==> config.mk <==
export PLATFORM = sky130hd
export DESIGN_NAME = instr_encoder_flat
export DESIGN_NICKNAME = d
export VERILOG_FILES = /design/src/rtl/riscv_pkg.sv /design/src/rtl/instr_encoder_if.sv /design/src/rtl/instr_pack.sv /design/src/rtl/instr_encoder.sv /design/src/flat_wrapper.sv
export SDC_FILE = /design/constraint.sdc
export NUM_CORES = 1
export LEC_CHECK = 0
export ABC_CLOCK_PERIOD_IN_PS = 6700
export CAP_MARGIN = 0
export CORE_MARGIN = 2
export CORE_UTILIZATION = 40
export DETAILED_ROUTE_END_ITERATION = 8
export PLACE_DENSITY = 0.76
export SETUP_SLACK_MARGIN = 0.05
export SKIP_CTS_REPAIR_TIMING = 1
export SYNTH_ARGS = -nofsm -noshare
export SYNTH_HDL_FRONTEND = slang
export SYNTH_SLANG_ARGS = --single-unit
export TNS_END_PERCENT = 20
==> constraint.sdc <==
create_clock -name clk -period 6.7 [get_ports clk]
set_input_delay 1.34 -clock clk [delete_from_list [all_inputs] [get_ports clk]]
set_output_delay 1.34 -clock clk [all_outputs]
set_load 0.005 [all_outputs]
==> src/rtl/riscv_pkg.sv <==
// Shared RV32I constants: format codes, major opcodes, canonical NOP, packed encoder word.
// Latency: n/a (declarations only).
// Backpressure: n/a.
package riscv_pkg;

  // Field-bundle format codes; anything above FMT_J is not a format.
  localparam logic [2:0] FMT_R = 3'd0;
  localparam logic [2:0] FMT_I = 3'd1;
  localparam logic [2:0] FMT_S = 3'd2;
  localparam logic [2:0] FMT_B = 3'd3;
  localparam logic [2:0] FMT_U = 3'd4;
  localparam logic [2:0] FMT_J = 3'd5;

  // Major opcodes of the base ISA.
  localparam logic [6:0] OP_LOAD   = 7'h03;
  localparam logic [6:0] OP_IMM    = 7'h13;
  localparam logic [6:0] OP_AUIPC  = 7'h17;
  localparam logic [6:0] OP_STORE  = 7'h23;
  localparam logic [6:0] OP_REG    = 7'h33;
  localparam logic [6:0] OP_LUI    = 7'h37;
  localparam logic [6:0] OP_BRANCH = 7'h63;
  localparam logic [6:0] OP_JALR   = 7'h67;
  localparam logic [6:0] OP_JAL    = 7'h6F;

  // ADDI x0, x0, 0 -- substituted for any bundle that cannot be encoded.
  localparam logic [31:0] NOP = {12'd0, 5'd0, 3'd0, 5'd0, OP_IMM};

  // One FIFO entry: the encoded word and whether it stands in for an illegal bundle.
  typedef struct packed {
    logic        illegal;
    logic [31:0] instr;
  } enc_word_t;

  // 32-bit instructions always carry 2'b11 in the two low opcode bits.
  function automatic logic is_32bit_opcode(input logic [6:0] op);
    return op[1:0] == 2'b11;
  endfunction

endpackage

==> src/rtl/instr_encoder_if.sv <==
// Bundle-in / word-out handshake bus of the instruction encoder.
// Latency: n/a (wires only).
// Backpressure: valid/ready on both sides; slave is the encoder, master is its environment.
interface instr_encoder_if;
  logic        in_valid;
  logic        in_ready;
  logic [2:0]  in_fmt;
  logic [6:0]  in_opcode;
  logic [2:0]  in_funct3;
  logic [6:0]  in_funct7;
  logic [4:0]  in_rd;
  logic [4:0]  in_rs1;
  logic [4:0]  in_rs2;
  logic [31:0] in_imm;
  logic        out_valid;
  logic        out_ready;
  logic [31:0] out_instr;
  logic        out_illegal;

  modport slave (
    input  in_valid, in_fmt, in_opcode, in_funct3, in_funct7,
           in_rd, in_rs1, in_rs2, in_imm, out_ready,
    output in_ready, out_valid, out_instr, out_illegal
  );

  modport master (
    output in_valid, in_fmt, in_opcode, in_funct3, in_funct7,
           in_rd, in_rs1, in_rs2, in_imm, out_ready,
    input  in_ready, out_valid, out_instr, out_illegal
  );
endinterface

==> src/rtl/instr_pack.sv <==
// Packs an RV32I field bundle into a 32-bit word, or NOP plus illegal flag (INSTR_ENC_ALIGN_CHECK_EN adds B/J imm[0] check).
// Latency: purely combinational.
// Backpressure: none; the caller decides when the result is captured.
module instr_pack
  import riscv_pkg::*;
(
  input  logic [2:0]  fmt,
  input  logic [6:0]  opcode,
  input  logic [2:0]  funct3,
  input  logic [6:0]  funct7,
  input  logic [4:0]  rd,
  input  logic [4:0]  rs1,
  input  logic [4:0]  rs2,
  input  logic [31:0] imm,
  output logic [31:0] instr,
  output logic        illegal
);

  logic [31:0] word;

  // Legality check, then format-specific field placement; illegal bundles collapse to NOP.
  always_comb begin
    illegal = (fmt > FMT_J) || !is_32bit_opcode(opcode);
`ifdef INSTR_ENC_ALIGN_CHECK_EN
    // Branch/jump targets must be halfword aligned; an odd offset is rejected.
    if ((fmt == FMT_B || fmt == FMT_J) && imm[0])
      illegal = 1'b1;
`else
    // imm[0] of B/J offsets has no slot in the word and is simply not used.
`endif
    word = NOP;
    case (fmt)
      FMT_R:   word = {funct7, rs2, rs1, funct3, rd, opcode};
      FMT_I:   word = {imm[11:0], rs1, funct3, rd, opcode};
      FMT_S:   word = {imm[11:5], rs2, rs1, funct3, imm[4:0], opcode};
      FMT_B:   word = {imm[12], imm[10:5], rs2, rs1, funct3, imm[4:1], imm[11], opcode};
      FMT_U:   word = {imm[31:12], rd, opcode};
      FMT_J:   word = {imm[20], imm[10:1], imm[11], imm[19:12], rd, opcode};
      default: word = NOP;
    endcase
    instr = illegal ? NOP : word;
  end

endmodule

==> src/rtl/instr_encoder.sv <==
// RV32I instruction encoder: packs field bundles into words behind a 2-entry registered FIFO (INSTR_ENC_ALIGN_CHECK_EN: see instr_pack).
// Latency: a bundle accepted at edge N is visible on out_* from the cycle after edge N.
// Backpressure: in_ready is registered (low only when both entries are full), never combinational from out_ready.
module instr_encoder
  import riscv_pkg::*;
#(
  parameter int DEPTH = 2,   // entry count; this revision implements exactly two
  parameter int CNT_W = 16
) (
  input  logic             clk,
  input  logic             reset,
  instr_encoder_if.slave   bus,
  output logic [CNT_W-1:0] instr_count
);

  typedef enum logic [1:0] {
    EMPTY = 2'd0,
    ONE   = 2'd1,
    FULL  = 2'd2
  } fifo_state_t;

  fifo_state_t state;
  enc_word_t   packed_w;
  // Second entry; the head entry lives directly in the out_instr/out_illegal registers.
  enc_word_t   spill [DEPTH-1];

  logic push;
  logic pop;

  assign push = bus.in_valid && bus.in_ready;
  assign pop  = bus.out_valid && bus.out_ready;

  instr_pack u_pack (
    .fmt     (bus.in_fmt),
    .opcode  (bus.in_opcode),
    .funct3  (bus.in_funct3),
    .funct7  (bus.in_funct7),
    .rd      (bus.in_rd),
    .rs1     (bus.in_rs1),
    .rs2     (bus.in_rs2),
    .imm     (bus.in_imm),
    .instr   (packed_w.instr),
    .illegal (packed_w.illegal)
  );

  // FIFO FSM with registered head/valid/ready outputs and the accepted-bundle counter.
  always_ff @(posedge clk) begin
    if (reset) begin
      state           <= EMPTY;
      bus.out_valid   <= 1'b0;
      bus.out_instr   <= '0;
      bus.out_illegal <= 1'b0;
      bus.in_ready    <= 1'b1;
      spill[0]        <= '0;
      instr_count     <= '0;
    end else begin
      if (push)
        instr_count <= instr_count + CNT_W'(1);
      case (state)
        EMPTY: begin
          if (push) begin
            state           <= ONE;
            bus.out_valid   <= 1'b1;
            bus.out_instr   <= packed_w.instr;
            bus.out_illegal <= packed_w.illegal;
          end
        end
        ONE: begin
          if (push && pop) begin
            bus.out_instr   <= packed_w.instr;
            bus.out_illegal <= packed_w.illegal;
          end else if (push) begin
            // Head is held stable for the stalled consumer; the new word waits behind it.
            state        <= FULL;
            spill[0]     <= packed_w;
            bus.in_ready <= 1'b0;
          end else if (pop) begin
            state           <= EMPTY;
            bus.out_valid   <= 1'b0;
            bus.out_instr   <= '0;
            bus.out_illegal <= 1'b0;
          end
        end
        FULL: begin
          // in_ready is low here, so only a pop can happen.
          if (pop) begin
            state           <= ONE;
            bus.out_instr   <= spill[0].instr;
            bus.out_illegal <= spill[0].illegal;
            bus.in_ready    <= 1'b1;
          end
        end
        default: begin
          state           <= EMPTY;
          bus.out_valid   <= 1'b0;
          bus.out_instr   <= '0;
          bus.out_illegal <= 1'b0;
          bus.in_ready    <= 1'b1;
        end
      endcase
    end
  end

endmodule

==> src/flat_wrapper.sv <==
// flat-port wrapper written by rule: the top's interface ports become plain ports
module instr_encoder_flat import riscv_pkg::*;
#(
  parameter int DEPTH = 2,                                                       
  parameter int CNT_W = 16
)
  (clk, reset, instr_count, bus_in_valid, bus_in_fmt, bus_in_opcode, bus_in_funct3, bus_in_funct7, bus_in_rd, bus_in_rs1, bus_in_rs2, bus_in_imm, bus_out_ready, bus_in_ready, bus_out_valid, bus_out_instr, bus_out_illegal);
  instr_encoder_if bus_i ();
  input  logic clk;
  input  logic reset;
  output logic [CNT_W-1:0] instr_count;
  input wire logic [$bits(bus_i.in_valid)-1:0] bus_in_valid;
  input wire logic [$bits(bus_i.in_fmt)-1:0] bus_in_fmt;
  input wire logic [$bits(bus_i.in_opcode)-1:0] bus_in_opcode;
  input wire logic [$bits(bus_i.in_funct3)-1:0] bus_in_funct3;
  input wire logic [$bits(bus_i.in_funct7)-1:0] bus_in_funct7;
  input wire logic [$bits(bus_i.in_rd)-1:0] bus_in_rd;
  input wire logic [$bits(bus_i.in_rs1)-1:0] bus_in_rs1;
  input wire logic [$bits(bus_i.in_rs2)-1:0] bus_in_rs2;
  input wire logic [$bits(bus_i.in_imm)-1:0] bus_in_imm;
  input wire logic [$bits(bus_i.out_ready)-1:0] bus_out_ready;
  output wire logic [$bits(bus_i.in_ready)-1:0] bus_in_ready;
  output wire logic [$bits(bus_i.out_valid)-1:0] bus_out_valid;
  output wire logic [$bits(bus_i.out_instr)-1:0] bus_out_instr;
  output wire logic [$bits(bus_i.out_illegal)-1:0] bus_out_illegal;
  assign bus_i.in_valid = bus_in_valid;
  assign bus_i.in_fmt = bus_in_fmt;
  assign bus_i.in_opcode = bus_in_opcode;
  assign bus_i.in_funct3 = bus_in_funct3;
  assign bus_i.in_funct7 = bus_in_funct7;
  assign bus_i.in_rd = bus_in_rd;
  assign bus_i.in_rs1 = bus_in_rs1;
  assign bus_i.in_rs2 = bus_in_rs2;
  assign bus_i.in_imm = bus_in_imm;
  assign bus_i.out_ready = bus_out_ready;
  assign bus_in_ready = bus_i.in_ready;
  assign bus_out_valid = bus_i.out_valid;
  assign bus_out_instr = bus_i.out_instr;
  assign bus_out_illegal = bus_i.out_illegal;
  instr_encoder #(.DEPTH(DEPTH), .CNT_W(CNT_W)) u_core (.clk(clk), .reset(reset), .bus(bus_i), .instr_count(instr_count));
endmodule
==> metrics.txt, run 1 <==
Slew @ Worst Pin 1110 ps; Total Neg Setup Slack 0 ps; Net Count, Synth 508; Util after Layout 0.546; number of global-route vias before repair 3528; DRC 0; clock share of power 0.288; fin worst setup slack 3040 ps; number of port buffers 121; Post-Place Setup Slack 2690 ps; placed cells 665; met2 WL 4830 microns; top post-synthesis cells by area dfxtp_1 (25%), edfxtp_1 (24%), nor2_1 (4.9%); RR Startpoint u_core.state[0]; layout cell share with drive strength beyond 1 0.0679; Mean Syn Cell Area 9.57 sq um; Syn-to-layout area delta 33.9%; post-route ant nets 0; endpoint type of the worst setup path register; cts bufs inserted 9; via-per-instance ratio 5.42; fin crit period 3660 ps; Max transition margin 0.261; CTS root buffer clkbuf_8; critical path peak fanout 30; Slew Limit Fails 0; Hold Vio Cnt, Final 0; wire length of the first global-routing pass 16900 microns; most common flop cell mapped by yosys dfxtp_1; worst setup path startpoint reset; Leakage 1.96 nW; cell-internal power 0.000816 W; mapped cell area 4170 sq um; Clock transition at path regs 80 ps; HP Class register to register; H-tree lvl count 3; core area 10200 sq um; DPL Wire Length 7550 microns; final wirelength 10400 microns; Post-synth EDFFs 33; Avg WL per Cell 15.2 microns; First-pass DRT Iterations 4; cell count after synthesis 436; Reg power frac 0.537; FF-to-FF path depth 5; WS Path Type input port to register; initial antenna violation count 0; Die Wd 106 microns; Comb pwr share 0.175; required time of the worst setup path 6790 ps; #FFs+latches synth 86; max-capacitance violation count 0; NetSw 0.000311 W; num rows 37; Worst Setup EP u_core.spill[0][31]; CTS tree built; fin cells 681; RSZ-0062 raised after global routing false; synth unique cells 65; pwr/cell area 202 nW/um^2; Top Ports 122; CP Cell Sequence clkdlybuf4s50_1 -> and4bb_1 -> nand2_2 -> inv_2 -> nand2_1 -> nor2_1; fin crit share 0.547; Slowest-stage cell, CP clkdlybuf4s50_1; ys async rst share 0; R2R Setup Slk 4480 ps; M1 wire length 4530 microns; gr usage total 0.187; # diodes 0; Sw Share 0.276; grt ovf 0; layout net count 612; GPL Wtd Cong 0.856; Yosys warning count 0; met3 WL 805 microns; WP data arrival 3750 ps; Synth area leader dfxtp_1; initial DRC count 236; Starting Density 0.408; worst clock skew 12.6 ps; Synth top area share 0.254; largest net degree at the start of global routing 41; Setup violations, final 0; vias post-DR 3694; Peak supply drop 0.0994 mV; CTS Buffer Depth 2; worst-skew pair later-pin latency 360 ps; achievable frequency 273 MHz; die area 11300 sq um; status completed; CP startpoint kind input port; Top Metal Used met4; Die Y 106 microns; max incr delay on CP 1170 ps; Num Clock Sinks 86; FF-to-FF End u_core.spill[0][29]; Seq/Total Area, Yosys 0.492
[cell families (layout without fill, tap and decap cells)]
| family | after synthesis | after routing | synth area share |
|---|---|---|---|
| muxes | 5 | 5 | 0.0129 |
| adders and majority gates | 1 | 1 | 0.00300 |
| xor gates and xnor gates | 12 | 12 | 0.0252 |
| and+or+nand+nor | 176 | 176 | 0.227 |
| AOI/OAI and AO/OA | 119 | 119 | 0.196 |
| buffers and inverters | 37 | 146 | 0.0441 |
| DFF | 86 | 86 | 0.492 |
[flip-flops by register name (all words and copies together) (netlist names)]
signal,count
u_core.state,2
u_core.spill,33
u_core.bus.out_illegal,1
u_core.bus.out_instr,32
u_core.bus.out_valid,1
u_core.instr_count,16
u_core.bus.in_ready,1
[Yosys cell counts, drive strengths merged (2+ instances only)]
library cell and count:
nor2 56, dfxtp 53, edfxtp 33, o21ai 32, nand2 29, a21oi 25
buf 20, nor2b 20, a221o 19, and3b 13, clkbuf 11, nand3 10
o211ai 10, nand4 8, and3 7, nor3 7, or2 7, a22oi 6
xnor2 6, xor2 6, inv 5, a32oi 4, o21a 4, a31oi 3
and2 3, and4 3, mux2 3, nor4 3, a211oi 2, a21boi 2
a21o 2, mux2i 2, nand2b 2, nor3b 2, nor4b 2, o21bai 2
or3 2
[critical path: cells and delay by family]
kind / cells / cell delay (ps)
buffers and inverters: 2 / 1280
and+or+nand+nor: 4 / 1130
[metrics by stage]
stage / power, W / area (sq um) / hold slack (ps)
after floorplan: 0.000720 / 4170 / 435
after global placement: 0.000808 / 5420 / 440
after detailed placement: 0.000813 / 5420 / 456
after CTS: 0.00113 / 5590 / 468
after global routing: 0.00118 / 5590 / 476
final: 0.00113 / 5590 / 466
[area by class of cell]
type,instances,area (sq um)
Inverter,6,22.5
Tap cell,136,170
Multi-Input combinational cell,313,1940
Timing Repair Buffer,124,1230
Clock buffer,10,128
Fill cell,909,4640
Clock inverter,6,46.3
Sequential cell,86,2050
[power by group through the flow]
stage / Sequential, W / Combinational (W) / Clock, W
6_report: 0.000605 / 0.000197 / 0.000325
5_1_grt: 0.000610 / 0.000217 / 0.000353
4_1_cts: 0.000605 / 0.000198 / 0.000330
3_5_place_dp: 0.000617 / 0.000197 / 0
3_3_place_gp: 0.000615 / 0.000193 / 0
2_1_floorplan: 0.000601 / 0.000119 / 0
[layout by cell type, fill, tap and decap left out, drive strengths merged, types with 3 or more instances in the layout]
master         netlist  final
inv                  5      6
nand4                8      8
dfxtp               53     53
nor2b               20     20
o21ai               32     32
a22oi                6      6
and3                 7      7
nand2               29     29
nor2                56     56
mux2                 3      3
o211ai              10     10
nand3               10     10
and4                 3      3
and3b               13     13
xnor2                6      6
a32oi                4      4
a21oi               25     25
clkbuf              11     10
or2                  7      7
o21a                 4      4
a221o               19     19
clkinv               1      4
clkdlybuf4s50        0    121
a31oi                3      3
and2                 3      3
buf                 20      3
nor3                 7      7
xor2                 6      6
nor4                 3      3
edfxtp              33     33
[worst min path at each step]
| stage | start | end | slack (ps) | cells past startpoint |
|---|---|---|---|---|
| floorplan | u_core.spill[0][21] | u_core.bus.out_instr[21] | 440 | 2 |
| CTS | u_core.spill[0][24] | u_core.bus.out_instr[24] | 470 | 2 |
| detailed placement | u_core.spill[0][23] | u_core.bus.out_instr[23] | 460 | 2 |
| global placement | u_core.spill[0][23] | u_core.bus.out_instr[23] | 440 | 2 |
| global route | u_core.spill[0][24] | u_core.bus.out_instr[24] | 480 | 2 |
| finish | u_core.spill[0][24] | u_core.bus.out_instr[24] | 470 | 2 |
[routing by layer]
layer  vias up  global-route usage
li1       1808                   -
met1      1715               0.242
met2       154               0.301
met3        17              0.0460
met4         0              0.0742
met5         -                   0
(Power assumes the default switching activity.)
==> run 2: changes to the inputs <==
--- a/config.mk
+++ b/config.mk
@@ -5,7 +5,7 @@
 export SDC_FILE = /design/constraint.sdc
 export NUM_CORES = 1
 export LEC_CHECK = 0
-export ABC_CLOCK_PERIOD_IN_PS = 6700
+export ABC_CLOCK_PERIOD_IN_PS = 3710
 export CAP_MARGIN = 0
 export CORE_MARGIN = 2
 export CORE_UTILIZATION = 40
==> constraint.sdc (replaced) <==
create_clock -name clk -period 3.71 [get_ports clk]
set_input_delay 0.742 -clock clk [delete_from_list [all_inputs] [get_ports clk]]
set_output_delay 0.742 -clock clk [all_outputs]
set_load 0.005 [all_outputs]
==> run 2 against run 1 <==
Net effect:
- wire length decreased by 0.43%
- global-route usage decreased by 0.23 points
- sequential share of layout area decreased by 0.15 points
- non-clock buffer count increased by 2
- clock skew decreased by 1.9 ps
- total power increased by 82%
- critical path type unchanged
==> metrics.txt, run 2 (same netlist as run 1, synthesis figures left out) <==
status completed; Hold Vio Cnt, Final 0 (unchanged); area of the multi-input gates 1940 sq um (unchanged); gr usage total 0.185 (-0.00230); max-capacitance violation count 0 (unchanged); most frequent cells in the layout clkdlybuf4s50_1 (121), nor2_1 (55), dfxtp_1 (53); layout cell share with drive strength beyond 1 0.0731 (+0.00524); CP startpoint kind input port; CTS tree built; Most Crowded Layer GR met2; layout net count 614 (+0.33%); post-route ant nets 0 (unchanged); WS Path Type input port to register; required time of the worst setup path 3980 ps (-2810 ps); die area 11300 sq um (unchanged); cell-internal power 0.00148 W (+81%); # diodes 0 (unchanged); Setup violations, final 0 (unchanged); number of global-route vias before repair 3443 (-2.4%); Top Ports 122 (unchanged); Starting Density 0.408 (unchanged); clock share of power 0.295 (+0.007); Top reg by flops u_core.spill; largest net degree at the start of global routing 34 (-17%); Max transition margin 0.265 (+0.00400); met1 Track Usage GR 0.236 (-0.00596); Clock transition at path regs 90 ps (about the same); Die Wd 106 microns (unchanged); fin worst setup slack 994 ps (-2040 ps); HP Class register to register; vias post-DR 3638 (-1.5%); CTS root buffer clkbuf_8; Leakage 1.97 nW (+0.47%); Avg WL per Cell 15.1 microns (-0.73%); Regs by FF count u_core.spill x33, u_core.bus.out_instr x32, u_core.instr_count x16; FF/Latch Area 2050 sq um (unchanged); fin crit share 0.732; initial DRC count 187 (-21%); DPL Wire Length 7620 microns (+0.92%); pwr/cell area 366 nW/um^2 (+81%); grt ovf 0 (unchanged); max FFs per register 33 (unchanged); NetSw 0.000574 W (+85%); First-pass DRT Iterations 4 (unchanged); core area 10200 sq um (unchanged); WP data arrival 2980 ps (-770 ps); initial antenna violation count 0 (unchanged); R2R Setup Slk 1470 ps (-3010 ps); Comb pwr share 0.173 (-0.002); GRT met3 Usage 0.0448 (-0.00123); Peak supply drop 0.205 mV (+110%); M2 GR Usage 0.308 (+0.00641); endpoint type of the worst setup path register; Syn-to-layout area delta 34.5%; Total Neg Setup Slack 0 ps (unchanged); Num Clock Sinks 86 (unchanged); GPL Wtd Cong 0.886 (+3.5%); Die Y 106 microns (unchanged); commonest non-fill, non-tap cell in the layout clkdlybuf4s50_1; wire length of the first global-routing pass 16800 microns (-0.49%); number of port buffers 121 (unchanged); Sw Share 0.280 (+0.00413); Slew Limit Fails 0 (unchanged); DRC 0 (unchanged); H-tree lvl count 3 (unchanged); RSZ-0062 raised after global routing false; fin crit period 2720 ps; fillers 910 (+0.11%); critical path peak fanout 30 (unchanged); cts bufs inserted 9 (unchanged); num rows 37 (unchanged); CTS Buffer Depth 2 (unchanged); achievable frequency 368 MHz; Power Total 0.00205 W (+82%); Slew @ Worst Pin 1100 ps (-6.00 ps); Post-Place Setup Slack 641 ps (-2050 ps); via-per-instance ratio 5.33 (-1.8%); final wirelength 10300 microns (-0.43%); worst clock skew 10.8 ps (-1.86 ps); worst-skew pair later-pin latency 360 ps (about the same); Reg power frac 0.532 (-0.005)
[run 2: power groups by stage]
stage	combinational [W]	sequential (W)	clock [W]
detailed placement	0.000356	0.00111	0
global placement	0.000349	0.00111	0
floorplan	0.000215	0.00109	0
CTS	0.000357	0.00109	0.000618
finish	0.000356	0.00109	0.000605
global route	0.000389	0.00110	0.000656
[run 2: worst max-delay path: stages]
cell,delay [ps]
clkdlybuf4s50_1,670
a21oi_1,260
o2111a_1,960
a22oi_1,230
o21ai_0,110
[run 2: worst paths after layout]
check	endpoint	start	cells after the start
worst min register to register	u_core.bus.out_instr[5]	u_core.bus.out_instr[5]	2
worst max register to register	u_core.bus.out_instr[20]	u_core.state[1]	4
worst max-delay path	u_core.bus.out_instr[20]	reset	5
worst min-delay path	u_core.bus.out_instr[5]	u_core.bus.out_instr[5]	2
[run 2: area by class of cell]
cell class / count / area share
Sequential cell: 86 / 0.366
Tap cell: 136 / 0.0303
Clock buffer: 9 / 0.0221
Timing Repair Buffer: 126 / 0.222
Multi-Input combinational cell: 313 / 0.345
Inverter: 6 / 0.00401
Clock inverter: 7 / 0.0103
[run 2: per-layer routing]
layer,share of wire,up-vias
li1,-,1808
met1,0.45,1685
met2,0.48,133
met3,0.061,12
met4,0.014,0
met5,0,-
[run 2: stage by stage]
stage               utilization  instances  area [sq um]  hold slack, ps
floorplan                     -        436          4170             435
detailed placement        0.531        667          5430             449
global placement          0.531        667          5430             448
CTS                       0.549        683          5610             470
finish                    0.549        683          5610             465
global route              0.549        683          5610             498
